## src/rtl/dev_bus_arbiter.sv

```systemverilog
// rtl/dev_bus_arbiter.sv - two-master round-robin arbiter driving a registered device bus
module dev_bus_arbiter #(
  parameter int ACCESS_CYCLES = 2
) (
  input  logic        clk,
  input  logic        reset,
  input  logic        m0_req,
  input  logic [29:0] m0_addr,
  input  logic [31:0] m0_wd,
  input  logic        m0_we,
  input  logic [3:0]  m0_be,
  input  logic        m1_req,
  input  logic [29:0] m1_addr,
  input  logic [31:0] m1_wd,
  input  logic        m1_we,
  input  logic [3:0]  m1_be,
  output logic        m0_gnt,
  output logic        m1_gnt,
  output logic        m0_done,
  output logic        m1_done,
  output logic [31:0] rdata,
  output logic [29:0] PrAddr,
  output logic [31:0] PrWD,
  output logic        PrWE,
  output logic [3:0]  PrBE,
  input  logic [31:0] PrRD
);

  typedef enum logic [1:0] {
    IDLE   = 2'd0,
    ACCESS = 2'd1,
    RESP   = 2'd2
  } state_t;

  localparam logic [3:0] CNT_LOAD = 4'(ACCESS_CYCLES - 1);

  state_t     state;
  state_t     state_nxt;
  logic [3:0] cnt;
  logic       last_gnt;   // 1 when master 1 received the most recent grant
  logic       any_req;
  logic       pick_m1;
  logic       do_grant;

  assign any_req = m0_req | m1_req;
  // Master 1 wins alone, or under contention when master 0 was granted last.
  assign pick_m1 = m1_req & (~m0_req | ~last_gnt);

  // State register.
  always_ff @(posedge clk or posedge reset) begin
    if (reset) begin
      state <= IDLE;
    end else begin
      state <= state_nxt;
    end
  end

  // Next-state logic; arbitration is only open in IDLE and RESP.
  always_comb begin
    state_nxt = state;
    do_grant  = 1'b0;
    case (state)
      IDLE: begin
        if (any_req) begin
          do_grant  = 1'b1;
          state_nxt = ACCESS;
        end
      end
      ACCESS: begin
        if (cnt == 4'd0) begin
          state_nxt = RESP;
        end
      end
      RESP: begin
        if (any_req) begin
          do_grant  = 1'b1;
          state_nxt = ACCESS;
        end else begin
          state_nxt = IDLE;
        end
      end
      default: begin
        state_nxt = IDLE;
      end
    endcase
  end

  // Registered grant, completion, device-bus and read-data outputs.
  always_ff @(posedge clk or posedge reset) begin
    if (reset) begin
      cnt      <= 4'd0;
      last_gnt <= 1'b1;
      m0_gnt   <= 1'b0;
      m1_gnt   <= 1'b0;
      m0_done  <= 1'b0;
      m1_done  <= 1'b0;
      rdata    <= 32'd0;
      PrAddr   <= 30'd0;
      PrWD     <= 32'd0;
      PrWE     <= 1'b0;
      PrBE     <= 4'd0;
    end else begin
      // Strobe and completion are single-cycle pulses unless re-asserted below.
      PrWE    <= 1'b0;
      m0_done <= 1'b0;
      m1_done <= 1'b0;
      if (do_grant) begin
        m0_gnt   <= ~pick_m1;
        m1_gnt   <= pick_m1;
        last_gnt <= pick_m1;
        cnt      <= CNT_LOAD;
        PrAddr   <= pick_m1 ? m1_addr : m0_addr;
        PrWD     <= pick_m1 ? m1_wd   : m0_wd;
        PrBE     <= pick_m1 ? m1_be   : m0_be;
        PrWE     <= pick_m1 ? m1_we   : m0_we;
      end else begin
        case (state)
          ACCESS: begin
            if (cnt == 4'd0) begin
              rdata   <= PrRD;
              m0_done <= m0_gnt;
              m1_done <= m1_gnt;
            end else begin
              cnt <= cnt - 4'd1;
            end
          end
          RESP: begin
            m0_gnt <= 1'b0;
            m1_gnt <= 1'b0;
          end
          default: begin
          end
        endcase
      end
    end
  end

endmodule
```

## config.mk

```make
export PLATFORM = sky130hd
export DESIGN_NAME = dev_bus_arbiter
export DESIGN_NICKNAME = d
export VERILOG_FILES = /design/src/rtl/dev_bus_arbiter.sv
export SDC_FILE = /design/constraint.sdc
export NUM_CORES = 1
export LEC_CHECK = 0
export CORE_MARGIN = 2
export CORE_UTILIZATION = 39
export CTS_BUF_LIST = sky130_fd_sc_hd__clkbuf_8
export CTS_CLUSTER_SIZE = 12
export DETAILED_ROUTE_END_ITERATION = 7
export PLACE_DENSITY = 0.88
export SYNTH_ARGS = -nofsm -noshare
export SYNTH_HDL_FRONTEND = slang
export SYNTH_SLANG_ARGS = --single-unit
```

## constraint.sdc

```tcl
create_clock -name clk -period 5.3 [get_ports clk]
set_clock_uncertainty 0.05 [all_clocks]
set_input_delay 1.06 -clock clk [delete_from_list [all_inputs] [get_ports clk]]
set_output_delay 1.06 -clock clk [all_outputs]
set_load 0.005 [all_outputs]
```

== Word level (Yosys, flattened, before mapping) ==
Index checks and enable logic that the tools add are counted.
Cells by class
  reductions and logical operators: 8
  equal/unequal tests: 5
  div/mod/pow operators: 0
  $lt $le $gt $ge: 0
  bitwise operators: 7
  shift operators: 0
  add/sub/neg operators: 1
  $mul: 0
  multiplexer cells: 23
Operators with widths (number)
  two-way mux 32 bit: 1
  two-way mux 30 bit: 1
  two-way mux 4 bit: 4
  two-way mux 1 bit: 14
  inequality test 2 bit (second input constant): 3
  one-hot mux 2 bit (3 select lines): 1
  logical NOT 4 bit: 1
  two-way mux 2 bit: 2
  inverter 1 bit: 4
  AND reduction 2 bit: 2
  nonzero test 2 bit: 2
  subtractor 4 x 1 -> 4 bit (second input constant): 1
  AND reduction 3 bit: 1
  equality test 2 x 1 -> 1 bit (second input constant): 1
  equality test 2 bit (second input constant): 1
  logical NOT 2 bit: 1
  OR 1 bit: 2
  OR reduction 2 bit: 1
  AND 1 bit: 1
Word-level totals
  bits in latches: 0
  output and inout bits: 103
  register bits after elaboration: 110
  word-level logic and storage cells: 56
  input port bits: 170
  bits in read-only memories: 0
  memory bits (writable): 0
  memories kept: 0

== Logic depth before layout (Yosys ltp) ==
Gate-level depths: netlist (run 1).
  depth in word-level cells: 5
  mapped depth: 6
  gate-level depth less buffers: 5

== Worst setup path after synthesis (run 1) ==
OpenSTA, ideal clock, no wires.
  path type: input -> register
  start: in m1_req
  end: reg PrWD[10]
  buffers on the path: 2
  setup slack: 3134 ps
  library setup time: 126 ps
  required time: 5124 ps
  cell stages on the path: 5
  arrival: 1990 ps
  cell sequence: inv_2 -> o211a_1 -> buf_2 -> buf_2 -> a221o_1
Between the ends
  word-level cells in the longest chain between the ends: 3
RTL lines
  start, declared: line 12  | input logic m1_req,
  OR 1 bit: line 45  | assign any_req = m0_req | m1_req;
  two-way mux 1 bit: line 64, 75
  two-way mux 1 bit
  end signal, assigned: line 113  | PrWD <= pick_m1 ? m1_wd : m0_wd;
  end, declared: line 23  | output logic [31:0] PrWD,
Several ways; a longest one is shown, not always the timed one.
A chain may end at the register's enable or synchronous reset.

== Worst setup path after layout (run 1) ==
  start: in m0_req
  end: reg PrWD[18]
Between the ends
  word-level cells in the longest chain between the ends: 4
RTL lines
  start, declared: line 7  | input logic m0_req,
  inverter 1 bit: line 47  | assign pick_m1 = m1_req & (~m0_req | ~last_gnt);
  OR 1 bit: line 47
  AND 1 bit: line 47
  two-way mux 32 bit: line 113
Several ways; a longest one is shown, not always the timed one.

==> results.py, run 1 <==
metrics = {
    "final_layout": {
        "antenna_cells": 0,
        "final_design_area_no_fill_um2": 7600,
        "layout_overhead_on_the_synthesized_area_pct": 66.4,
        "num-nets-final": 774,
        "share_of_the_core_filled_with_cells_in_the_final_layout": 0.666,
        "post_route_cells_drive_above_1_share": 0.0875,
        "layout_common_cells": "272 x sky130_fd_sc_hd__clkdlybuf4s50_1, 109 x sky130_fd_sc_hd__dfrtp_1, 66 x sky130_fd_sc_hd__and2_1, 66 x sky130_fd_sc_hd__a221o_1, 27 x sky130_fd_sc_hd__mux2_2",
        "layout.cells.most_common": "sky130_fd_sc_hd__clkdlybuf4s50_1",
    },
    "placement": {
        "post-place-ws_ns": 2.03,
        "gpl.final_weighted_congestion": 0.788,
        "io_buffers": 272,
        "detailed_place_hpwl_um": 10200,
        "placed_cell_area_um2": 7410,
    },
    "logic_synthesis": {
        "ys_seq_area_frac": 0.603,
        "dominantRegCellSynth": "sky130_fd_sc_hd__dfrtp_1",
        "synthesis.area_per_instance_um2": 13.5,
        "synth.yosys.warnings": 0,
        "netlist_instances": 339,
        "syn-cell-area_um2": 4570,
        "count_of_flip_flops_with_a_built_in_enable_after_synthesis": 0,
        "synthDistinctLibCells": 33,
        "synth-async-reset-ratio": 1.00,
        "postSynthRegisterBits": 110,
        "nets_in_the_synthesized_netlist": 511,
    },
    "drt": {
        "drc": 0,
        "vias": 3867,
        "drt_iter0_drc": 208,
        "drt.antenna.violating_nets": 0,
        "drt_pre_antenna_iters": 4,
        "detail_route.vias_per_cell": 5.16,
        "post_drt_wl_per_cell_um": 18.3,
        "routed_wirelength_um": 13700,
    },
    "cts": {
        "clock_input_transition_at_the_sequential_cells_of_the_worst_setup_and_hold_paths_ns": 0.10,
        "cts_inserted_buffers": 9,
        "tritoncts": "built",
        "clock_insertion_delay_worst_skew_ns": 0.36,
        "cts-root-buf": "sky130_fd_sc_hd__clkbuf_8",
        "cts-htree-levels": 3,
        "total_clock_sinks": 110,
        "cts.repair_timing.setup_buffer_count": 0,
        "cts.hold.buffers_added": 0,
        "clock_path_buffers": 2,
        "postCtsResizedCells": 0,
    },
    "critical_path": {
        "crit_path_start_kind": "input pin",
        "timing.critical_path.arrival_ns": 3.18,
        "cell_chain_of_the_critical_path": "clkdlybuf4s50_1 -> o211a_2 -> buf_4 -> a221o_1",
        "setup.worst_path.end_class": "register",
        "slowest_delay_ns": 0.74,
        "critPathRequiredTime_ns": 5.55,
        "worstPathMaxFanout": 35,
        "worst_path_max_delay_cell": "sky130_fd_sc_hd__o211a_2",
        "timing_worst_setup_path_type": "input pin to register",
    },
    "min_path": {
        "min-delay-path-class": "register to register",
    },
    "sta": {
        "final_critical_path_setup_slack_ns": 2.36,
        "final_min_period_over_clock_period": 0.554,
        "timing.final.setup_violations": 0,
        "hold_viol_final": 0,
        "rsz_0062_raised_after_global_routing": "false",
        "period_minus_slack_ns": 2.94,
        "timing.slew.headroom": 0.158,
        "worst_pin_slew_ns": 1.26,
        "tns_ns": 0,
        "final-max-slew-violation-count": 0,
        "max_freq_mhz": 340,
        "whs_ns": 0.450,
    },
    "power": {
        "power_leakage_nw": 3.18,
        "vdd_ir_drop_max_uv": 298,
        "power-per-cell-area_nw_per_um2": 519,
    },
    "grt": {
        "antenna_found_initial": 0,
        "overflow": 0,
        "grt_start_max_net_pins": 74,
        "grt_pass1_wl_um": 21400,
        "grtUsageTotal": 0.214,
        "number_of_global_route_vias_before_repair": 4067,
    },
    "floorplan": {
        "fp.dieArea_um2": 12600,
        "rows": 39,
        "floorplan.initialDensity": 0.400,
        "dieWidth_um": 112,
        "core_area_um2": 11400,
        "io-pin-count": 273,
        "die_h_um": 112,
    },
    "job": {
        "count_of_max_cap_constraint_violations": 0,
    },
    "outcome": {
        "run_status": "finished, final reports clean",
    },
}
-- path summary, 6_finish.rpt --
| path | start | endpoint | slack (ns) | cells past startpoint |
|---|---|---|---|---|
| min reg2reg | rdata[30] | rdata[30] | 0.45 | 1 |
| min | rdata[30] | rdata[30] | 0.45 | 1 |
| max in group asynchronous | reset | PrWD[14] | 2.98 | 3 |
| max | m0_req | PrWD[18] | 2.36 | 4 |
| min in group asynchronous | reset | rdata[10] | 1.17 | 2 |
| max reg2reg | cnt[0] | rdata[12] | 2.83 | 5 |
-- registers in the layout (all words and copies together) (netlist names) --
name	cells
PrBE	4
m1_done	1
m0_done	1
m0_gnt	1
PrWE	1
rdata	32
last_gnt	1
m1_gnt	1
PrWD	32
PrAddr	30
state	2
cnt	4
-- logic make-up after synthesis --
kind of cell,after synthesis,synth area share
fa+ha+maj,2,0.00548
buf+inv,31,0.0293
mux,34,0.0832
flops,110,0.603
simple gates,82,0.111
compound gates,80,0.168
-- power breakdown --
part	switching (mW)	internal, mW
logic	0.690	1.27
clock network	0.272	0.226
registers	0.236	1.25
total	1.20	2.75
-- cell usage after synthesis, types with 3 or more instances --
cell / instances / area share
sky130_fd_sc_hd__mux2_2: 27 / 0.067
sky130_fd_sc_hd__nand2_1: 3 / 0.0025
sky130_fd_sc_hd__buf_4: 3 / 0.0049
sky130_fd_sc_hd__a221o_1: 66 / 0.14
sky130_fd_sc_hd__and2_1: 66 / 0.090
sky130_fd_sc_hd__nor2_1: 3 / 0.0025
sky130_fd_sc_hd__buf_2: 5 / 0.0055
sky130_fd_sc_hd__mux2_1: 5 / 0.012
sky130_fd_sc_hd__dfrtp_1: 109 / 0.60
sky130_fd_sc_hd__o21ai_0: 3 / 0.0033
sky130_fd_sc_hd__clkbuf_1: 16 / 0.013
sky130_fd_sc_hd__nand2b_1: 3 / 0.0041
sky130_fd_sc_hd__inv_1: 6 / 0.0049
-- worst max-delay path: cells and delay by family --
kind | cells | cell delay [ns]
buf+inv | 2 | 1.13
compound gates | 2 | 0.96
-- per-stage QoR --
step | power [mW] | std cells
after floorplan | 2.35 | 339
after global routing | 4.19 | 749
final | 3.95 | 749
after detailed placement | 3.47 | 734
after global placement | 3.39 | 734
after CTS | 3.98 | 749
-- final cells by class --
| class | count | area [µm²] |
|---|---|---|
| multi-input cells | 198 | 1700 |
| inverters | 7 | 28.8 |
| clock inverters | 5 | 51.3 |
| repair buffers | 276 | 2750 |
| well taps | 143 | 179 |
| flip-flops and latches | 110 | 2750 |
| clock buffers | 10 | 138 |
| fillers | 808 | 3810 |
-- layer usage --
layer | part of all wire | wire length [µm] | GRT usage
met1 | 0.40 | 5550 | 0.255
met2 | 0.50 | 6920 | 0.379
met3 | 0.075 | 1020 | 0.0545
met4 | 0.016 | 219 | 0.0683
met5 | 0 | 0 | 0
No activity file was read; power rests on OpenSTA's default activity.
==> inputs of run 2 (changes only) <==
--- a/config.mk
+++ b/config.mk
@@ -6,11 +6,11 @@
 export NUM_CORES = 1
 export LEC_CHECK = 0
 export CORE_MARGIN = 2
-export CORE_UTILIZATION = 39
+export CORE_UTILIZATION = 35
 export CTS_BUF_LIST = sky130_fd_sc_hd__clkbuf_8
 export CTS_CLUSTER_SIZE = 12
 export DETAILED_ROUTE_END_ITERATION = 7
-export PLACE_DENSITY = 0.88
+export PLACE_DENSITY = 0.84
 export SYNTH_ARGS = -nofsm -noshare
 export SYNTH_HDL_FRONTEND = slang
 export SYNTH_SLANG_ARGS = --single-unit
==> constraint.sdc (replaced) <==
create_clock -name clk -period 2.6 [get_ports clk]
set_clock_uncertainty 0.05 [all_clocks]
set_input_delay 0.52 -clock clk [delete_from_list [all_inputs] [get_ports clk]]
set_output_delay 0.52 -clock clk [all_outputs]
set_load 0.005 [all_outputs]
==> results.py, run 2 (synthesis gave the netlist of run 1 again) <==
metrics = {
    "drt": {
        "vias": 3933,
        "route.layer.met1.wl_um": 5360,
        "drt.antenna.violating_nets": 0,
        "detail_route.vias_per_cell": 5.02,
        "drc": 0,
        "routed-wl-met2_um": 6990,
        "drt_iter0_drc": 183,
        "drt_pre_antenna_iters": 4,
        "wl_met3_um": 1180,
        "routed_wirelength_um": 13800,
        "routed.top_layer": "met4",
        "post_drt_wl_per_cell_um": 17.6,
    },
    "grt": {
        "antenna_found_initial": 0,
        "overflow": 0,
        "grt_pass1_wl_um": 22500,
        "number_of_global_route_vias_before_repair": 4311,
        "grtUsageTotal": 0.200,
        "grt_start_max_net_pins": 70,
    },
    "cts": {
        "cts-root-buf": "sky130_fd_sc_hd__clkbuf_8",
        "clock_insertion_delay_worst_skew_ns": 0.35,
        "cts_inserted_buffers": 9,
        "total_clock_sinks": 110,
        "cts.hold.buffers_added": 0,
        "cts-htree-levels": 3,
        "tritoncts": "built",
        "clock_input_transition_at_the_sequential_cells_of_the_worst_setup_and_hold_paths_ns": 0.10,
        "cts.repair_timing.setup_buffer_count": 0,
        "clock_path_buffers": 2,
        "postCtsResizedCells": 0,
    },
    "critical_path": {
        "timing.critical_path.arrival_ns": 2.38,
        "worstPathMaxFanout": 24,
        "worst_path_max_delay_cell": "sky130_fd_sc_hd__dfrtp_1",
        "setup.worst_path.end_class": "register",
        "critPathRequiredTime_ns": 2.80,
        "timing_worst_setup_path_type": "register to register",
        "crit_path_start_kind": "register",
        "cell_chain_of_the_critical_path": "inv_1 -> ha_1 -> or3b_1 -> nor2_4 -> buf_12 -> mux2_2",
        "slowest_delay_ns": 0.42,
    },
    "placement": {
        "gpl.final_weighted_congestion": 0.777,
        "io_buffers": 272,
        "post-place-ws_ns": 0.269,
        "detailed_place_hpwl_um": 10200,
        "placed_cell_area_um2": 7520,
    },
    "final_layout": {
        "share_of_the_core_filled_with_cells_in_the_final_layout": 0.608,
        "largest_registers": "PrWD x32, rdata x32, PrAddr x30",
        "fillerInstances": 1022,
        "multiInputGateArea_um2": 1700,
        "antenna_cells": 0,
        "final_design_area_no_fill_um2": 7710,
        "layout.area.seq_um2": 2750,
        "layout_overhead_on_the_synthesized_area_pct": 68.6,
        "post_route_cells_drive_above_1_share": 0.0949,
        "layout.cells.most_common": "sky130_fd_sc_hd__clkdlybuf4s50_1",
        "layout_common_cells": "272 x sky130_fd_sc_hd__clkdlybuf4s50_1, 109 x sky130_fd_sc_hd__dfrtp_1, 66 x sky130_fd_sc_hd__and2_1, 66 x sky130_fd_sc_hd__a221o_1, 27 x sky130_fd_sc_hd__mux2_2",
        "num-nets-final": 778,
    },
    "outcome": {
        "run_status": "finished, final reports clean",
    },
    "sta": {
        "final_critical_path_setup_slack_ns": 0.420,
        "worst_pin_slew_ns": 0.611,
        "final-max-slew-violation-count": 0,
        "max_freq_mhz": 459,
        "whs_ns": 0.451,
        "tns_ns": 0,
        "rsz_0062_raised_after_global_routing": "false",
        "hold_viol_final": 0,
        "period_minus_slack_ns": 2.18,
        "timing.slew.headroom": 0.592,
        "timing.final.setup_violations": 0,
        "final_min_period_over_clock_period": 0.839,
    },
    "power": {
        "power_leakage_nw": 3.19,
        "power-per-cell-area_nw_per_um2": 1040,
        "vdd_ir_drop_max_uv": 454,
    },
    "floorplan": {
        "floorplan.initialDensity": 0.361,
        "io-pin-count": 273,
        "rows": 41,
        "core_area_um2": 12700,
        "fp.dieArea_um2": 14000,
        "die_h_um": 118,
        "dieWidth_um": 118,
    },
    "min_path": {
        "min-delay-path-class": "register to register",
    },
    "job": {
        "count_of_max_cap_constraint_violations": 0,
    },
}
## run 2: worst paths after layout
kind                           start  slack (ns)  cells after the start        end
max in group asynchronous      reset        1.41                      3    PrWD[2]
setup / recovery              cnt[0]        0.42                      6  rdata[10]
hold / removal             rdata[30]        0.45                      1  rdata[30]
min in group asynchronous      reset        0.53                      3   rdata[6]
hold reg to reg            rdata[30]        0.45                      1  rdata[30]
setup reg to reg              cnt[0]        0.42                      6  rdata[10]
## run 2: metrics by stage
step / power, mW / cells
4_1_cts: 8.14 / 783
2_1_floorplan: 4.80 / 339
3_3_place_gp: 6.96 / 767
6_report: 8.04 / 783
5_1_grt: 8.58 / 783
3_5_place_dp: 7.12 / 767
## run 2: cell type report
type,instances,area share
clock buffer,11,0.0196
clock inverter,5,0.00455
inverter,7,0.00390
multi-input combinational,198,0.221
sequential,110,0.357
tap,172,0.0279
timing repair buffer,280,0.366
## run 2: worst max-delay path, delay by kind of cell, from the launching register on
kind | cells | cell delay, ns
and+or+nand+nor | 2 | 0.72
DFF | 1 | 0.42
muxes | 1 | 0.34
buffers and inverters | 2 | 0.32
adders and majority gates | 1 | 0.20
## run 2: layer usage
layer / track usage / vias up
li1: - / 1791
met1: 0.228 / 1946
met2: 0.358 / 179
met3: 0.0565 / 17
met4: 0.0678 / 0
met5: 0 / -
## run 2: power by group
group | internal, mW | switching [mW]
clock network | 0.400 | 0.581
registers | 2.55 | 0.467
logic | 2.64 | 1.39
total | 5.59 | 2.44
==> inputs of run 3 (changes only) <==
==> constraint.sdc (replaced) <==
create_clock -name clk -period 1.96 [get_ports clk]
set_clock_uncertainty 0.05 [all_clocks]
set_input_delay 0.392 -clock clk [delete_from_list [all_inputs] [get_ports clk]]
set_output_delay 0.392 -clock clk [all_outputs]
set_load 0.005 [all_outputs]
==> results.py, run 3 (synthesis gave the netlist of run 1 again) <==
metrics = {
    "power": {
        "power_leakage_nw": 3.31,
        "vdd_ir_drop_max_uv": 653,
        "power-per-cell-area_nw_per_um2": 1430,
    },
    "sta": {
        "final_min_period_over_clock_period": 0.978,
        "timing.final.setup_violations": 0,
        "period_minus_slack_ns": 1.92,
        "worst_pin_slew_ns": 0.405,
        "timing.slew.headroom": 0.729,
        "max_freq_mhz": 522,
        "final_critical_path_setup_slack_ns": 0.0430,
        "hold_viol_final": 0,
        "final-max-slew-violation-count": 0,
    },
    "critical_path": {
        "worstPathMaxFanout": 9,
        "timing_worst_setup_path_type": "register to register",
        "crit_path_start_kind": "register",
        "ff2ff_path_depth": 7,
        "critPathRequiredTime_ns": 2.16,
        "timing.critical_path.arrival_ns": 2.12,
        "setup.worst_path.end_class": "register",
    },
    "cts": {
        "total_clock_sinks": 110,
        "clock_insertion_delay_worst_skew_ns": 0.36,
        "cts-root-buf": "sky130_fd_sc_hd__clkbuf_8",
        "cts.hold.buffers_added": 0,
        "cts-htree-levels": 3,
        "tritoncts": "built",
        "clock_path_buffers": 2,
        "clock_input_transition_at_the_sequential_cells_of_the_worst_setup_and_hold_paths_ns": 0.10,
        "cts_inserted_buffers": 9,
    },
    "final_layout": {
        "layout.cells.most_common": "sky130_fd_sc_hd__clkdlybuf4s50_1",
        "layout_overhead_on_the_synthesized_area_pct": 73.9,
        "share_of_the_core_filled_with_cells_in_the_final_layout": 0.627,
        "stdcell_count": 795,
        "num-nets-final": 790,
        "post_route_cells_drive_above_1_share": 0.120,
        "largest_registers": "PrWD x32, rdata x32, PrAddr x30",
        "antenna_cells": 0,
        "layout_common_cells": "272 x sky130_fd_sc_hd__clkdlybuf4s50_1, 109 x sky130_fd_sc_hd__dfrtp_1, 66 x sky130_fd_sc_hd__and2_1, 66 x sky130_fd_sc_hd__a221o_1, 27 x sky130_fd_sc_hd__mux2_2",
    },
    "placement": {
        "gpl.final_weighted_congestion": 0.757,
        "post-place-ws_ns": -0.104,
        "cell_count_post_placement": 771,
        "io_buffers": 272,
        "detailed_place_hpwl_um": 10300,
    },
    "grt": {
        "grtUsageTotal": 0.207,
        "antenna_found_initial": 0,
        "overflow": 0,
        "grt_pass1_wl_um": 22800,
        "number_of_global_route_vias_before_repair": 4254,
        "grt_start_max_net_pins": 64,
    },
    "job": {
        "count_of_max_cap_constraint_violations": 0,
    },
    "drt": {
        "drt.antenna.violating_nets": 0,
        "drc": 0,
        "detail_route.vias_per_cell": 5.06,
        "vias": 4025,
        "drt_iter0_drc": 234,
        "post_drt_wl_per_cell_um": 18.2,
        "routed_wirelength_um": 14500,
        "drt_pre_antenna_iters": 4,
    },
    "floorplan": {
        "io-pin-count": 273,
        "rows": 41,
        "floorplan.initialDensity": 0.361,
        "dieWidth_um": 118,
        "fp.dieArea_um2": 14000,
        "die_h_um": 118,
        "core_area_um2": 12700,
    },
    "min_path": {
        "min-delay-path-class": "input pin to asynchronous set/reset pin",
    },
    "outcome": {
        "run_status": "finished, final reports clean",
    },
}
==> run 3: critical path: stages (launching register included) <==
cell,delay (ns)
sky130_fd_sc_hd__dfrtp_1,0.40
sky130_fd_sc_hd__inv_2,0.09
sky130_fd_sc_hd__ha_4,0.13
sky130_fd_sc_hd__or3b_4,0.39
sky130_fd_sc_hd__nor2_4,0.16
sky130_fd_sc_hd__buf_6,0.13
sky130_fd_sc_hd__buf_12,0.12
sky130_fd_sc_hd__mux2_2,0.34
==> run 3: power breakdown <==
| group | switching (mW) | total (mW) | leakage [nW] | internal [mW] |
|---|---|---|---|---|
| Combinational | 1.99 | 5.78 | 1.85 | 3.79 |
| Clock | 0.781 | 1.51 | 0.114 | 0.728 |
| Sequential | 0.663 | 4.05 | 1.35 | 3.39 |
| Total | 3.44 | 11.3 | 3.31 | 7.90 |
==> run 3: cell type report <==
class                      count  area [µm²]
fill                         988        4720
timing repair buffer         292        3010
sequential                   110        2750
multi-input combinational    198        1720
tap                          172         215
clock buffer                   9         124
clock inverter                 7        96.3
inverter                       7        30.0
==> run 3: per-layer routing <==
layer / share of wire / GRT usage / vias to the layer above
li1: - / - / 1823
met2: 0.51 / 0.361 / 190
met3: 0.082 / 0.0642 / 20
met4: 0.020 / 0.0715 / 0
met5: 0 / 0 / -
met1: 0.39 / 0.238 / 1992
==> run 3: what timing repair did <==
| item | 4_1_cts | 5_1_grt |
|---|---|---|
| buffers inserted | 4 | 3 |
| endpoints found under the setup margin | 31 | 32 |
| endpoints found under the hold margin | 0 | 0 |
| cloned | 2 | 0 |
| pin swaps | 2 | 2 |
| resized for setup | 7 | 2 |
==> run 3: stage by stage <==
stage                     cell area, µm²  power, mW  setup TNS [ns]  hold WS [ns]
after global routing                7950       12.0          -0.128         0.448
after floorplan                     4570       6.37               0         0.418
after global placement              7610       9.36           -2.93         0.420
after detailed placement            7610       9.62           -3.12         0.428
after CTS                           7950       11.5               0         0.418
final                               7950       11.3               0         0.425
==> run 3: worst paths after layout <==
check                       endpoint  slack (ns)      start
max                        rdata[20]        0.04     cnt[0]
min                           cnt[0]        0.42      reset
max reg2reg                rdata[20]        0.04     cnt[0]
min reg2reg                rdata[30]        0.45  rdata[30]
max in group asynchronous   PrWD[21]        1.14      reset
min in group clk           rdata[30]        0.45  rdata[30]
